===== src/rtl/jedro_1_lsu_pkg.sv =====
// Shared LSU types for the jedro_1 store path.
// Covers the memory access size encoding, byte-enable patterns and the buffered store entry layout.
package jedro_1_lsu_pkg;

    localparam int unsigned LSU_ADDR_WIDTH = 32;
    localparam int unsigned LSU_DATA_WIDTH = 32;

    typedef enum logic [1:0] {
        MEM_SIZE_BYTE    = 2'b00,
        MEM_SIZE_HALF    = 2'b01,
        MEM_SIZE_WORD    = 2'b10,
        MEM_SIZE_ILLEGAL = 2'b11
    } mem_size_e;

    localparam logic [3:0] BE_NONE = 4'b0000;
    localparam logic [3:0] BE_BYTE = 4'b0001;
    localparam logic [3:0] BE_HALF = 4'b0011;
    localparam logic [3:0] BE_WORD = 4'b1111;

    typedef struct packed {
        logic [LSU_ADDR_WIDTH-3:0] addr;
        logic [3:0]                be;
        logic [LSU_DATA_WIDTH-1:0] wdata;
    } store_entry_t;

endpackage


===== src/rtl/jedro_1_store_align.sv =====
// Store alignment: turns size + low address bits into a legality flag,
// byte enables and lane-replicated write data.
module jedro_1_store_align
    import jedro_1_lsu_pkg::*;
(
    input  logic [1:0]  size_i,
    input  logic [1:0]  addr_lo_i,
    input  logic [31:0] wdata_i,
    output logic        legal_o,
    output logic [3:0]  be_o,
    output logic [31:0] wdata_o
);

    // Size decode; illegal sizes and misaligned addresses yield no byte enables
    always_comb begin
        legal_o = 1'b0;
        be_o    = BE_NONE;
        wdata_o = wdata_i;
        case (mem_size_e'(size_i))
            MEM_SIZE_BYTE: begin
                legal_o = 1'b1;
                be_o    = BE_BYTE << addr_lo_i;
                wdata_o = {4{wdata_i[7:0]}};
            end
            MEM_SIZE_HALF: begin
                wdata_o = {2{wdata_i[15:0]}};
                if (addr_lo_i[0] == 1'b0) begin
                    legal_o = 1'b1;
                    be_o    = BE_HALF << addr_lo_i;
                end else begin
                    legal_o = 1'b0;
                    be_o    = BE_NONE;
                end
            end
            MEM_SIZE_WORD: begin
                if (addr_lo_i == 2'b00) begin
                    legal_o = 1'b1;
                    be_o    = BE_WORD;
                end else begin
                    legal_o = 1'b0;
                    be_o    = BE_NONE;
                end
            end
            default: begin
                legal_o = 1'b0;
                be_o    = BE_NONE;
            end
        endcase
    end

endmodule


===== src/rtl/jedro_1_store_buffer.sv =====
// Store buffer between the jedro_1 LSU and the byte-write data RAM port:
// aligns stores, queues them in a FIFO, drains on grant and reports load hazards.
module jedro_1_store_buffer
    import jedro_1_lsu_pkg::*;
#(
    parameter int unsigned DEPTH      = 4,
    parameter int unsigned ADDR_WIDTH = 32,
    parameter int unsigned DATA_WIDTH = 32
) (
    input  logic                  clk_i,
    input  logic                  rstn_i,
    input  logic                  st_valid_i,
    output logic                  st_ready_o,
    input  logic [1:0]            st_size_i,
    input  logic [ADDR_WIDTH-1:0] st_addr_i,
    input  logic [DATA_WIDTH-1:0] st_wdata_i,
    output logic                  misaligned_o,
    output logic [ADDR_WIDTH-1:0] misaligned_addr_o,
    input  logic                  ld_valid_i,
    input  logic [ADDR_WIDTH-1:0] ld_addr_i,
    output logic                  ld_hazard_o,
    output logic                  empty_o,
    input  logic                  ram_grant_i,
    output logic [3:0]            ram_we_o,
    output logic [ADDR_WIDTH-1:0] ram_addr_o,
    output logic [DATA_WIDTH-1:0] ram_wdata_o
);

    localparam int unsigned PTR_W = $clog2(DEPTH);

    logic                  align_legal_s;
    logic [3:0]            align_be_s;
    logic [DATA_WIDTH-1:0] align_wdata_s;
    store_entry_t          entries_r [DEPTH];
    store_entry_t          head_s;
    store_entry_t          new_entry_s;
    logic [PTR_W:0]        wr_ptr_r;
    logic [PTR_W:0]        rd_ptr_r;
    logic [PTR_W:0]        count_s;
    logic                  full_s;
    logic                  empty_s;
    logic                  push_s;
    logic                  reject_s;
    logic                  pop_s;
    logic [3:0]            ram_we_s;
    logic                  hazard_s;
    logic                  misaligned_r;
    logic [ADDR_WIDTH-1:0] misaligned_addr_r;
    logic [1:0]            unused_ld_lo_s;

    jedro_1_store_align u_align (
        .size_i    (st_size_i),
        .addr_lo_i (st_addr_i[1:0]),
        .wdata_i   (st_wdata_i),
        .legal_o   (align_legal_s),
        .be_o      (align_be_s),
        .wdata_o   (align_wdata_s)
    );

    // Wrap bit differs with equal index bits only when every slot is occupied
    assign count_s = wr_ptr_r - rd_ptr_r;
    assign empty_s = (wr_ptr_r == rd_ptr_r);
    assign full_s  = (wr_ptr_r[PTR_W] != rd_ptr_r[PTR_W]) &&
                     (wr_ptr_r[PTR_W-1:0] == rd_ptr_r[PTR_W-1:0]);

    assign push_s   = st_valid_i & ~full_s & align_legal_s;
    assign reject_s = st_valid_i & ~full_s & ~align_legal_s;
    assign head_s   = entries_r[rd_ptr_r[PTR_W-1:0]];
    assign pop_s    = (ram_we_s != 4'b0000);

    assign new_entry_s.addr  = st_addr_i[ADDR_WIDTH-1:2];
    assign new_entry_s.be    = align_be_s;
    assign new_entry_s.wdata = align_wdata_s;

    assign unused_ld_lo_s = ld_addr_i[1:0];

    // Drain the head whenever the RAM port is granted
    always_comb begin
        ram_we_s = 4'b0000;
        if (!empty_s && ram_grant_i) begin
            ram_we_s = head_s.be;
        end else begin
            ram_we_s = 4'b0000;
        end
    end

    // Load hazard scan over occupied slots, head included while it drains
    always_comb begin
        logic [PTR_W-1:0] off_v;
        hazard_s = 1'b0;
        off_v    = {PTR_W{1'b0}};
        for (int i = 0; i < DEPTH; i++) begin
            off_v = PTR_W'(i) - rd_ptr_r[PTR_W-1:0];
            if (({1'b0, off_v} < count_s) &&
                (entries_r[i].addr == ld_addr_i[ADDR_WIDTH-1:2])) begin
                hazard_s = 1'b1;
            end else begin
                hazard_s = hazard_s;
            end
        end
    end

    // FIFO pointers
    always_ff @(posedge clk_i or negedge rstn_i) begin
        if (!rstn_i) begin
            wr_ptr_r <= {(PTR_W+1){1'b0}};
            rd_ptr_r <= {(PTR_W+1){1'b0}};
        end else begin
            if (push_s) begin
                wr_ptr_r <= wr_ptr_r + {{PTR_W{1'b0}}, 1'b1};
            end
            if (pop_s) begin
                rd_ptr_r <= rd_ptr_r + {{PTR_W{1'b0}}, 1'b1};
            end
        end
    end

    // Entry storage; occupancy is tracked by the pointers alone
    always_ff @(posedge clk_i) begin
        if (push_s) begin
            entries_r[wr_ptr_r[PTR_W-1:0]] <= new_entry_s;
        end
    end

    // Reject pulse and sticky reject address
    always_ff @(posedge clk_i or negedge rstn_i) begin
        if (!rstn_i) begin
            misaligned_r      <= 1'b0;
            misaligned_addr_r <= {ADDR_WIDTH{1'b0}};
        end else begin
            misaligned_r <= reject_s;
            if (reject_s) begin
                misaligned_addr_r <= st_addr_i;
            end
        end
    end

    assign st_ready_o        = ~full_s;
    assign empty_o           = empty_s;
    assign misaligned_o      = misaligned_r;
    assign misaligned_addr_o = misaligned_addr_r;
    assign ld_hazard_o       = ld_valid_i & hazard_s;
    assign ram_we_o          = ram_we_s;
    assign ram_addr_o        = {head_s.addr, 2'b00};
    assign ram_wdata_o       = head_s.wdata;

endmodule


===== config.mk =====
export PLATFORM = sky130hd
export DESIGN_NAME = jedro_1_store_buffer
export DESIGN_NICKNAME = d
export VERILOG_FILES = /design/src/rtl/jedro_1_lsu_pkg.sv /design/src/rtl/jedro_1_store_align.sv /design/src/rtl/jedro_1_store_buffer.sv
export SDC_FILE = /design/constraint.sdc
export NUM_CORES = 1
export LEC_CHECK = 0
export ABC_AREA = 1
export CORE_MARGIN = 2
export CORE_UTILIZATION = 49
export DETAILED_ROUTE_END_ITERATION = 10
export PLACE_DENSITY = 0.76
export SYNTH_ARGS = -nofsm -noshare
export SYNTH_HDL_FRONTEND = slang
export SYNTH_SLANG_ARGS = --single-unit
export TNS_END_PERCENT = 10

===== constraint.sdc =====
create_clock -name clk_i -period 5.2 [get_ports clk_i]
set_input_delay 1.04 -clock clk_i [delete_from_list [all_inputs] [get_ports clk_i]]
set_output_delay 1.04 -clock clk_i [all_outputs]
set_load 0.02 [all_outputs]

==> reports/results.ini, run 1 <==
[drt]
wl_met2_mm=17.60
first_pass_iters=5
via_per_inst=5.429
met3WireLength_mm=2.648
wl_mm=34.85
post_drt_wl_per_cell_um=19.00
drtIter0Drc=904
num_vias=9956
drc_errors=0
top_layer=met4
met1Wirelength_mm=13.56
ant_nets=0

[placed_design]
dp_hpwl_mm=22.27
pre_cts_ws_ns=0.9706
dpl.cell_count=1774
postPlaceCellArea_um2=16110
place_congestion=0.8515
portBuffers=202

[synth]
syn_avg_cell_area_um2=11.07
synthTopCellsByArea=edfxtp_1 58%, dfrtp_1 7.1%, nand2_1 5.8%, o21ai_0 5.0%, nor2_1 4.9%
ys_warn_count=0
syn_inst=1239
yosysUniqueCellTypes=32
synth_top_family_by_area=simple AND/OR/NAND/NOR gates
synthSimpleGateAreaFrac_pct=12.30
synth.largest_area_cell=edfxtp_1
syn-cell-area_um2=13710
synth_xor_area_share_pct=5.492
ys_seq_area_share_pct=64.92
synth-seq-cells=303
synthAdderAreaFrac_pct=1.332
synth_compound_area_share_pct=9.315
synth_top_area_share_pct=57.80
muxShareOfSynthArea_pct=2.545

[floorplan]
die_area_um2=29340
die_w_um=171.3
initial_utilization_pct=49.50
fp.dieH_um=171.3
core_um2=27710
num_rows=61
ios=207

[setup_path]
end_kind=primary output
startpoint=wr_ptr_r[0]
path_max_fanout=5
worstPathArrival_ns=3.61
reg2reg_depth=9
cp.required_ns=4.16
r2r_slack_ns=1.79
start_kind=flip-flop
r2r_start=rd_ptr_r[1]
crit_type=reg2out
r2r_end=entries_r[3][48]
cp-endpoint=ld_hazard_o

[timing]
tns_ns=0
hold_slack_ns=0.4953
rsz0062_at_grt=false
fin_ws_ns=0.5549
maxSlewViolCount=0
hold_viol_final=0
skew_ns=0.01844
finalSetupViolations=0
slew_headroom_pct=26.65
fmax_mhz=215.3
min_period_ns=4.645
period_share_pct=89.33
tightest_slew_ns=1.096

[clock_tree]
cts_buffer_depth=3
cts.hold.buffers_added=0
cts_buffers=31
cts_sinks=303
cts_root_buf=clkbuf_16
h-tree-depth=1
cts_resized=0
post_cts_buffers=0
cts_tree=built
clock_latency_ns=0.57
cts.clk_slew.worst_paths_ns=0.06

[grt]
antenna_found_initial=2
overflow=0
grt_max_degree=85
first_global_vias=9668
track_usage_pct=23.26
grt_pass1_wl_mm=51.89

[layout]
layout.nets=1546
fill_cells=2134
instances_no_fill=1834
final_util_pct=61.69
drive_gt1_share_pct=7.777
final_area_um2=17090
area_growth_pct=24.62

[power_and_ir_drop]
powerDensity_nw_per_um2=548.8
p_total_mw=9.380
vdd_drop_max_mv=0.4694
power_leakage_nw=6.241

[job]
cap_viol_max_count=0

[outcome]
status=finished, final reports clean

[min_path]
hold_path_class=reg2reg

[how the worst min path moves through the flow]
stage / startpoint / endpoint / depth (start not counted)
floorplan: wr_ptr_r[2] / wr_ptr_r[2] / 1
detailed placement: misaligned_addr_o[17] / misaligned_addr_o[17] / 1
finish: misaligned_addr_o[17] / misaligned_addr_o[17] / 1
CTS: wr_ptr_r[2] / wr_ptr_r[2] / 1
global route: misaligned_addr_o[25] / misaligned_addr_o[25] / 1
global placement: misaligned_addr_o[17] / misaligned_addr_o[17] / 1
[power breakdown]
part | switching, mW | internal, mW | total (mW)
registers | 0.154 | 3.03 | 3.19
clock network | 0.930 | 1.20 | 2.13
logic | 2.45 | 1.62 | 4.06
total | 3.53 | 5.85 | 9.38
[cells in the mapped netlist]
cell type and count:
buf_2 5, nand2_2 2, xnor2_1 69, nand3b_1 2, nor3_4 1, o21ai_1 1, buf_6 3, o211ai_1 5
nand4_1 2, o22ai_1 49, clkinv_1 2, inv_1 73, dfrtp_1 39, buf_4 3, conb_1 1, o211a_1 1
clkbuf_1 52, nand2_1 212, nor2_1 180, fa_1 1, o21bai_1 3, or2_2 7, nand3_1 20, xor2_1 17
a21oi_1 43, edfxtp_1 264, nand3_2 1, nor3_1 1, o21ai_0 136, mux2_2 29, ha_1 13, mux2_1 2
[cell usage in the layout, fill, tap and decap left out, types with 2 or more instances in the layout]
cell type	Yosys	final
mux2_1	2	2
clkinvlp_4	0	4
nand2_1	212	212
clkdlybuf4s50_1	0	201
clkinv_1	2	6
edfxtp_1	264	264
o22ai_1	49	49
or2_2	7	7
clkbuf_16	0	31
ha_1	13	13
inv_6	0	2
o21bai_1	3	3
nor2_1	180	176
o211ai_1	5	5
nand3_1	20	20
inv_1	73	72
nor2_4	0	4
nand4_1	2	2
nand3b_1	2	2
nand2_2	2	2
bufinv_16	0	2
conb_1	1	2
clkbuf_1	52	4
dfrtp_1	39	38
diode_2	0	3
clkinv_2	0	9
xnor2_1	69	69
o21ai_0	136	136
xor2_1	17	17
mux2_2	29	29
buf_4	3	16
a21oi_1	43	43
[layout make-up]
type,instances,area (um2),area share [%]
Antenna cell,3,7.507,0.04392
Clock buffer,35,790.8,4.627
Clock inverter,22,186.4,1.091
Inverter,75,282.8,1.654
Multi-Input combinational cell,799,4287,25.08
Sequential cell,303,8907,52.12
Tap cell,378,473.0,2.767
Timing Repair Buffer,219,2157,12.62
[sequential cells by signal (all words and copies together), names as in the netlist]
name	count
rd_ptr_r	3
entries_r	264
misaligned_o	1
wr_ptr_r	3
misaligned_addr_o	32
[critical path, cell delays in order (launching register included)]
cell,delay (ns)
dfrtp_1,0.44
inv_1,0.16
ha_1,0.18
inv_1,0.06
fa_1,0.47
inv_1,0.10
ha_1,0.31
inv_1,0.05
o21bai_1,0.12
nand3_1,0.12
nand3_1,0.10
nor2_1,0.04
nand2_1,0.05
nand2_1,0.05
nor2_1,0.19
nor2_1,0.06
clkdlybuf4s50_1,0.53
[layer usage]
layer / track usage (%) / up-vias
met5: 0 / -
met2: 41.20 / 408
met4: 8.327 / 0
met3: 3.774 / 70
met1: 28.88 / 4840
li1: - / 4638
[kinds of logic after synthesis]
family	count (synthesis)
AO/OA/AOI/OAI	238
XOR/XNOR	86
adder cells (fa/ha/maj)	14
buffers and inverters	138
flip-flops	303
multiplexers	31
other	1
AND/OR/NAND/NOR	428
Power figures use the tool's default switching activity.
==> run 2: changes to the inputs <==
Settings changed: GPL_TIMING_DRIVEN from default to 0.
==> reports/results.ini, run 2 (synthesis results as in run 1) <==
[outcome]
status=finished, final reports clean

[layout]
layout.nets=1589  ; +2.8%
instances_no_fill=1878  ; +2.4%
final_cell_mix=264 x edfxtp_1, 212 x nand2_1, 189 x clkdlybuf4s50_1
final_area_um2=17410  ; +1.8%
fill_cells=2063  ; -3.3%
largest_reg_flops=264  ; unchanged
final_util_pct=62.83  ; +1.1 points
final_common_cell=edfxtp_1
drive_gt1_share_pct=7.949  ; +0.17 points
ff_latch_area_um2=8904  ; about the same
multi_input_area_um2=4287  ; unchanged
area_growth_pct=26.92

[clock_tree]
cts.hold.buffers_added=0  ; unchanged
post_cts_buffers=0  ; unchanged
cts_tree=built
cts_sinks=303  ; unchanged
h-tree-depth=1  ; unchanged
cts_buffer_depth=3  ; unchanged
cts_root_buf=clkbuf_16
cts.clk_slew.worst_paths_ns=0.06  ; about the same
clock_latency_ns=0.55  ; -0.02 ns
cts_buffers=31  ; unchanged

[drt]
first_pass_iters=5  ; unchanged
post_drt_wl_per_cell_um=20.43  ; +7.5%
met3WireLength_mm=3.526  ; +33%
via_per_inst=5.503  ; +1.4%
ant_nets=0  ; unchanged
num_vias=10334  ; +3.8%
wl_mm=38.36  ; +10%
wl_met2_mm=18.68  ; +6.2%
top_layer=met5
drc_errors=0  ; unchanged
met1Wirelength_mm=14.95  ; +10%
drtIter0Drc=1223  ; +35%

[power_and_ir_drop]
power_leakage_nw=6.366  ; +2.0%
powerDensity_nw_per_um2=561.5  ; +2.3%
vdd_drop_max_mv=0.4011  ; -15%

[timing]
slew_headroom_pct=44.55  ; +18 points
skew_ns=0.01108  ; -0.007351 ns
maxSlewViolCount=0  ; unchanged
min_period_ns=4.885  ; +0.2395 ns
finalSetupViolations=0  ; unchanged
hold_viol_final=0  ; unchanged
rsz0062_at_grt=false
period_share_pct=93.93  ; +4.6 points
fmax_mhz=204.7  ; -4.9%
fin_ws_ns=0.3154  ; -0.2395 ns
tightest_slew_ns=0.8290  ; -0.2671 ns

[floorplan]
initial_utilization_pct=49.50  ; unchanged
core_um2=27710  ; unchanged
die_area_um2=29340  ; unchanged
num_rows=61  ; unchanged
fp.dieH_um=171.3  ; unchanged
ios=207  ; unchanged
die_w_um=171.3  ; unchanged

[setup_path]
end_kind=primary output
start_kind=flip-flop
worst_path_largest_cell_delay_ns=0.60  ; +0.07 ns
crit_type=reg2out
cp.required_ns=4.16  ; about the same
cpMaxStageDelayCell=clkdlybuf4s50_1
crit_top_cell=nor2_1
worstPathArrival_ns=3.84  ; +0.23 ns
path_cells=buf_4 -> inv_4 -> clkbuf_4 -> fa_1 -> inv_1 -> ha_1 -> inv_1 -> o21bai_1 -> nand3_1 -> nand3_1 -> nor2_1 -> nand2_1 -> nand2_1 -> nor2_1 -> nor2_1 -> clkdlybuf4s50_1
r2r_start=rd_ptr_r[1]
startpoint=rd_ptr_r[1]
path_max_fanout=18  ; +13

[placed_design]
dpl.cell_count=1818  ; +2.5%
pre_cts_ws_ns=-0.004917  ; -0.9755 ns
dp_hpwl_mm=26.83  ; +20%
place_congestion=0.8682  ; +2.0%
portBuffers=190  ; -5.9%
postPlaceCellArea_um2=16340  ; +1.5%

[grt]
overflow=0  ; unchanged
track_usage_pct=25.74  ; +2.5 points
first_global_vias=10083  ; +4.3%
antenna_found_initial=3  ; +1
grt_pass1_wl_mm=56.53  ; +8.9%
grt_max_degree=31  ; -64%

[min_path]
hold_path_class=in2async

[job]
cap_viol_max_count=0  ; unchanged

## run 2: cell count changes in the layout (fill, tap and decap cells not counted), sizes merged, moves of 2 or more
cell           change
buf                +4
clkinvlp           -3
clkdlybuf4s50     -12
clkinv             -6
bufinv             +2
clkbuf            +60
## run 2: repair_timing
| item | in CTS | in global routing |
|---|---|---|
| pin swaps | 0 | 0 |
| gates cloned | 0 | 0 |
| setup endpoints to repair | 1 | 1 |
| resized for setup | 4 | 3 |
## run 2: metal layers
layer | vias up | track usage (%)
met5 | - | 0
met4 | 2 | 9.690
met3 | 79 | 3.405
met2 | 577 | 43.02
met1 | 4957 | 34.56
li1 | 4719 | -
## run 2: path summary, 6_finish.rpt
path,endpoint,slack (ns),depth (start not counted)
hold / removal,misaligned_addr_o[10],0.36,1
min in group clk_i,wr_ptr_r[2],0.49,1
hold reg to reg,wr_ptr_r[2],0.49,1
setup reg to reg,entries_r[1][46],1.62,11
setup / recovery,ld_hazard_o,0.32,16
max in group asynchronous,misaligned_addr_o[6],4.35,2
## run 2: where the power goes
group	switching, mW	total, mW	internal, mW
registers	0.169	3.20	3.03
clock network	0.908	2.28	1.37
logic	2.62	4.30	1.68
total	3.70	9.77	6.08
## run 2: critical path: cells and delay by family, from the launching register on
family | cells | cell delay (ns)
compound gates | 1 | 0.06
simple gates | 7 | 0.58
fa+ha+maj | 2 | 0.70
buf+inv | 6 | 1.54
flops | 1 | 0.40
## run 2: cell type report
type	instances	share of cell area, %
Buffer	62	1.596
Inverter	75	1.632
Antenna cell	3	0.04313
Clock buffer	44	5.024
Sequential cell	303	51.15
Timing Repair Buffer	200	12.18
Tap cell	378	2.717
Multi-Input combinational cell	799	24.63
Clock inverter	14	1.035
## run 2: metrics by stage
step                      power [mW]  setup TNS, ns  hold WS [ns]
after floorplan                5.512         -28.13        0.4632
after global placement         7.393        -706.03        0.4699
after detailed placement       7.502      -0.004917        0.4783
after CTS                      9.779              0        0.3509
after global routing           10.22              0        0.3659
final                          9.775              0        0.3602
==> run 3: changes to the inputs <==
Settings changed: SLEW_MARGIN from default to 20, SYNTH_HIERARCHICAL from default to 1.
==> reports/results.ini, run 3 <==
[synth]
syn_inst=1343  ; +8.4%
synthFlopType=edfxtp_1
synth-seq-cells=303  ; unchanged
ys_async_sr_fraction_pct=12.87  ; unchanged
syn_avg_cell_area_um2=10.36  ; -6.4%
ys_seq_area_share_pct=64.02  ; -0.90 points
synthTopCellsByArea=edfxtp_1 57%, nand2_1 9.1%, dfrtp_1 7.0%, nor2_1 4.7%, xnor2_1 3.8%
yosysUniqueCellTypes=33  ; +3.1%
synth_edf_count=264  ; unchanged
synth_top_area_share_pct=57.00  ; -0.80 points
synth.largest_area_cell=edfxtp_1
ys_warn_count=6  ; +6
synthTopCellsByCount=338 x nand2_1, 264 x edfxtp_1, 174 x nor2_1
synthMostInstantiatedCell=nand2_1
syn-cell-area_um2=13910  ; +1.4%

[placed_design]
dpl.cell_count=1928  ; +6.1%
place_congestion=0.9256  ; +6.6%
pre_cts_ws_ns=0.3769  ; +0.3818 ns
postPlaceCellArea_um2=16670  ; +2.0%
dp_hpwl_mm=27.99  ; +4.4%
portBuffers=193  ; +1.6%

[clock_tree]
cts_buffer_depth=3  ; unchanged
post_cts_buffers=0  ; unchanged
h-tree-depth=1  ; unchanged
cts_tree=built
cts_buffers=30  ; -3.2%
cts.clk_slew.worst_paths_ns=0.07  ; about the same
clock_latency_ns=0.55  ; about the same
cts_root_buf=clkbuf_16
cts_sinks=303  ; unchanged

[setup_path]
start_kind=flip-flop
r2r_start=rd_ptr_r[1]
crit_type=reg2out
reg2reg_depth=10  ; -1
cp.required_ns=4.16  ; about the same
worstPathArrival_ns=3.66  ; -0.18 ns
r2r_slack_ns=1.93  ; +0.31 ns
path_max_fanout=13  ; -5
startpoint=rd_ptr_r[1]
end_kind=primary output

[floorplan]
die_area_um2=29750  ; +1.4%
initial_utilization_pct=49.92  ; +0.42 points
core_um2=27860  ; +0.55%
ios=207  ; unchanged
die_w_um=172.5  ; +0.69%
num_rows=61  ; unchanged
fp.dieH_um=172.5  ; +0.69%

[grt]
antenna_found_initial=0  ; -3
track_usage_pct=26.93  ; +1.2 points
grt_max_degree=27  ; -13%
overflow=0  ; unchanged
first_global_vias=10653  ; +5.7%
grt_pass1_wl_mm=59.33  ; +5.0%

[timing]
tightest_slew_ns=0.8100  ; -0.01895 ns
fin_ws_ns=0.5013  ; +0.1859 ns
tns_ns=0  ; unchanged
finalSetupViolations=0  ; unchanged
rsz0062_at_grt=false
maxSlewViolCount=0  ; unchanged
min_period_ns=4.699  ; -0.1859 ns
period_share_pct=90.36  ; -3.6 points
hold_viol_final=0  ; unchanged
fmax_mhz=212.8  ; +4.0%
skew_ns=0.01214  ; +0.001058 ns
slew_headroom_pct=46.00  ; +1.4 points
hold_slack_ns=0.4089  ; +0.04875 ns

[layout]
largest_reg_flops=264  ; unchanged
final_util_pct=64.08  ; +1.3 points
final_common_cell=nand2_1
instances_no_fill=1984  ; +5.6%
multi_input_area_um2=4358  ; +1.7%
area_growth_pct=28.36
drive_gt1_share_pct=8.531  ; +0.58 points
layout.nets=1699  ; +6.9%
final_area_um2=17850  ; +2.6%
final_cell_mix=338 x nand2_1, 264 x edfxtp_1, 191 x clkdlybuf4s50_1
antenna_cells=0  ; -3
fill_cells=2153  ; +4.4%
ff_latch_area_um2=8904  ; unchanged

[drt]
num_vias=10850  ; +5.0%
wl_mm=40.05  ; +4.4%
ant_nets=0  ; unchanged
via_per_inst=5.469  ; -0.62%
drc_errors=0  ; unchanged
first_pass_iters=5  ; unchanged
post_drt_wl_per_cell_um=20.18  ; -1.2%
drtIter0Drc=1069  ; -13%

[outcome]
status=finished, final reports clean

[power_and_ir_drop]
p_total_mw=10.03  ; +2.6%
vdd_drop_max_mv=0.3361  ; -16%
powerDensity_nw_per_um2=561.9  ; about the same
power_leakage_nw=6.859  ; +7.8%

[job]
cap_viol_max_count=0  ; unchanged

[min_path]
hold_path_class=in2async

-- run 3: cells by family after synthesis --
kind of cell / after synthesis / share of synthesized area, %
AOI/OAI and AO/OA: 226 / 8.664
adders and majority gates: 14 / 1.314
DFF: 303 / 64.02
other: 1 / 0.02696
xor gates and xnor gates: 74 / 4.660
buffers and inverters: 153 / 4.921
and+or+nand+nor: 572 / 16.39
-- run 3: layout make-up --
type / count / share of cell area (%)
Multi-Input combinational cell: 888 / 24.41
Buffer: 72 / 2.173
Clock buffer: 36 / 4.563
Sequential cell: 303 / 49.88
Inverter: 81 / 1.717
Tap cell: 378 / 2.649
Timing Repair Buffer: 206 / 12.64
Clock inverter: 20 / 1.963
-- run 3: report_power, final --
group | total, mW | internal (mW) | switching [mW]
sequential | 3.20 | 3.02 | 0.175
clock | 2.52 | 1.61 | 0.910
combinational | 4.32 | 1.66 | 2.66
-- run 3: worst max-delay path: stages, from the launching register on --
cell and delay (ns):
dfrtp_1 0.40, clkbuf_4 0.21, inv_4 0.16, buf_4 0.21, buf_4 0.24, fa_1 0.44, inv_1 0.16, ha_1 0.26
inv_1 0.05, o21bai_1 0.05, nand3_1 0.13, nand3_1 0.11, nor2_2 0.17, nand2_1 0.07, nand2_1 0.06, nor2_1 0.07
nor2_1 0.08, dlymetal6s2s_1 0.22
-- run 3: worst paths after layout --
| kind | to |
|---|---|
| max in group asynchronous | misaligned_addr_o[0] |
| min in group clk_i | misaligned_addr_o[23] |
| max reg2reg | entries_r[1][23] |
| max | ld_hazard_o |
| min | rd_ptr_r[2] |
| min reg2reg | misaligned_addr_o[23] |
-- run 3: timing repair --
item	4_1_cts	5_1_grt
endpoints found under the setup margin	1	1
hold buffers	0	0
gates resized for setup	3	4
-- run 3: routing by layer --
metal / GRT usage, % / vias up / part of all wire [%]
met2: 46.87 / 609 / 49
met3: 5.081 / 95 / 9.9
met1: 33.44 / 5144 / 37
met4: 10.12 / 0 / 3.5
met5: 0 / - / 0
li1: - / 5002 / -
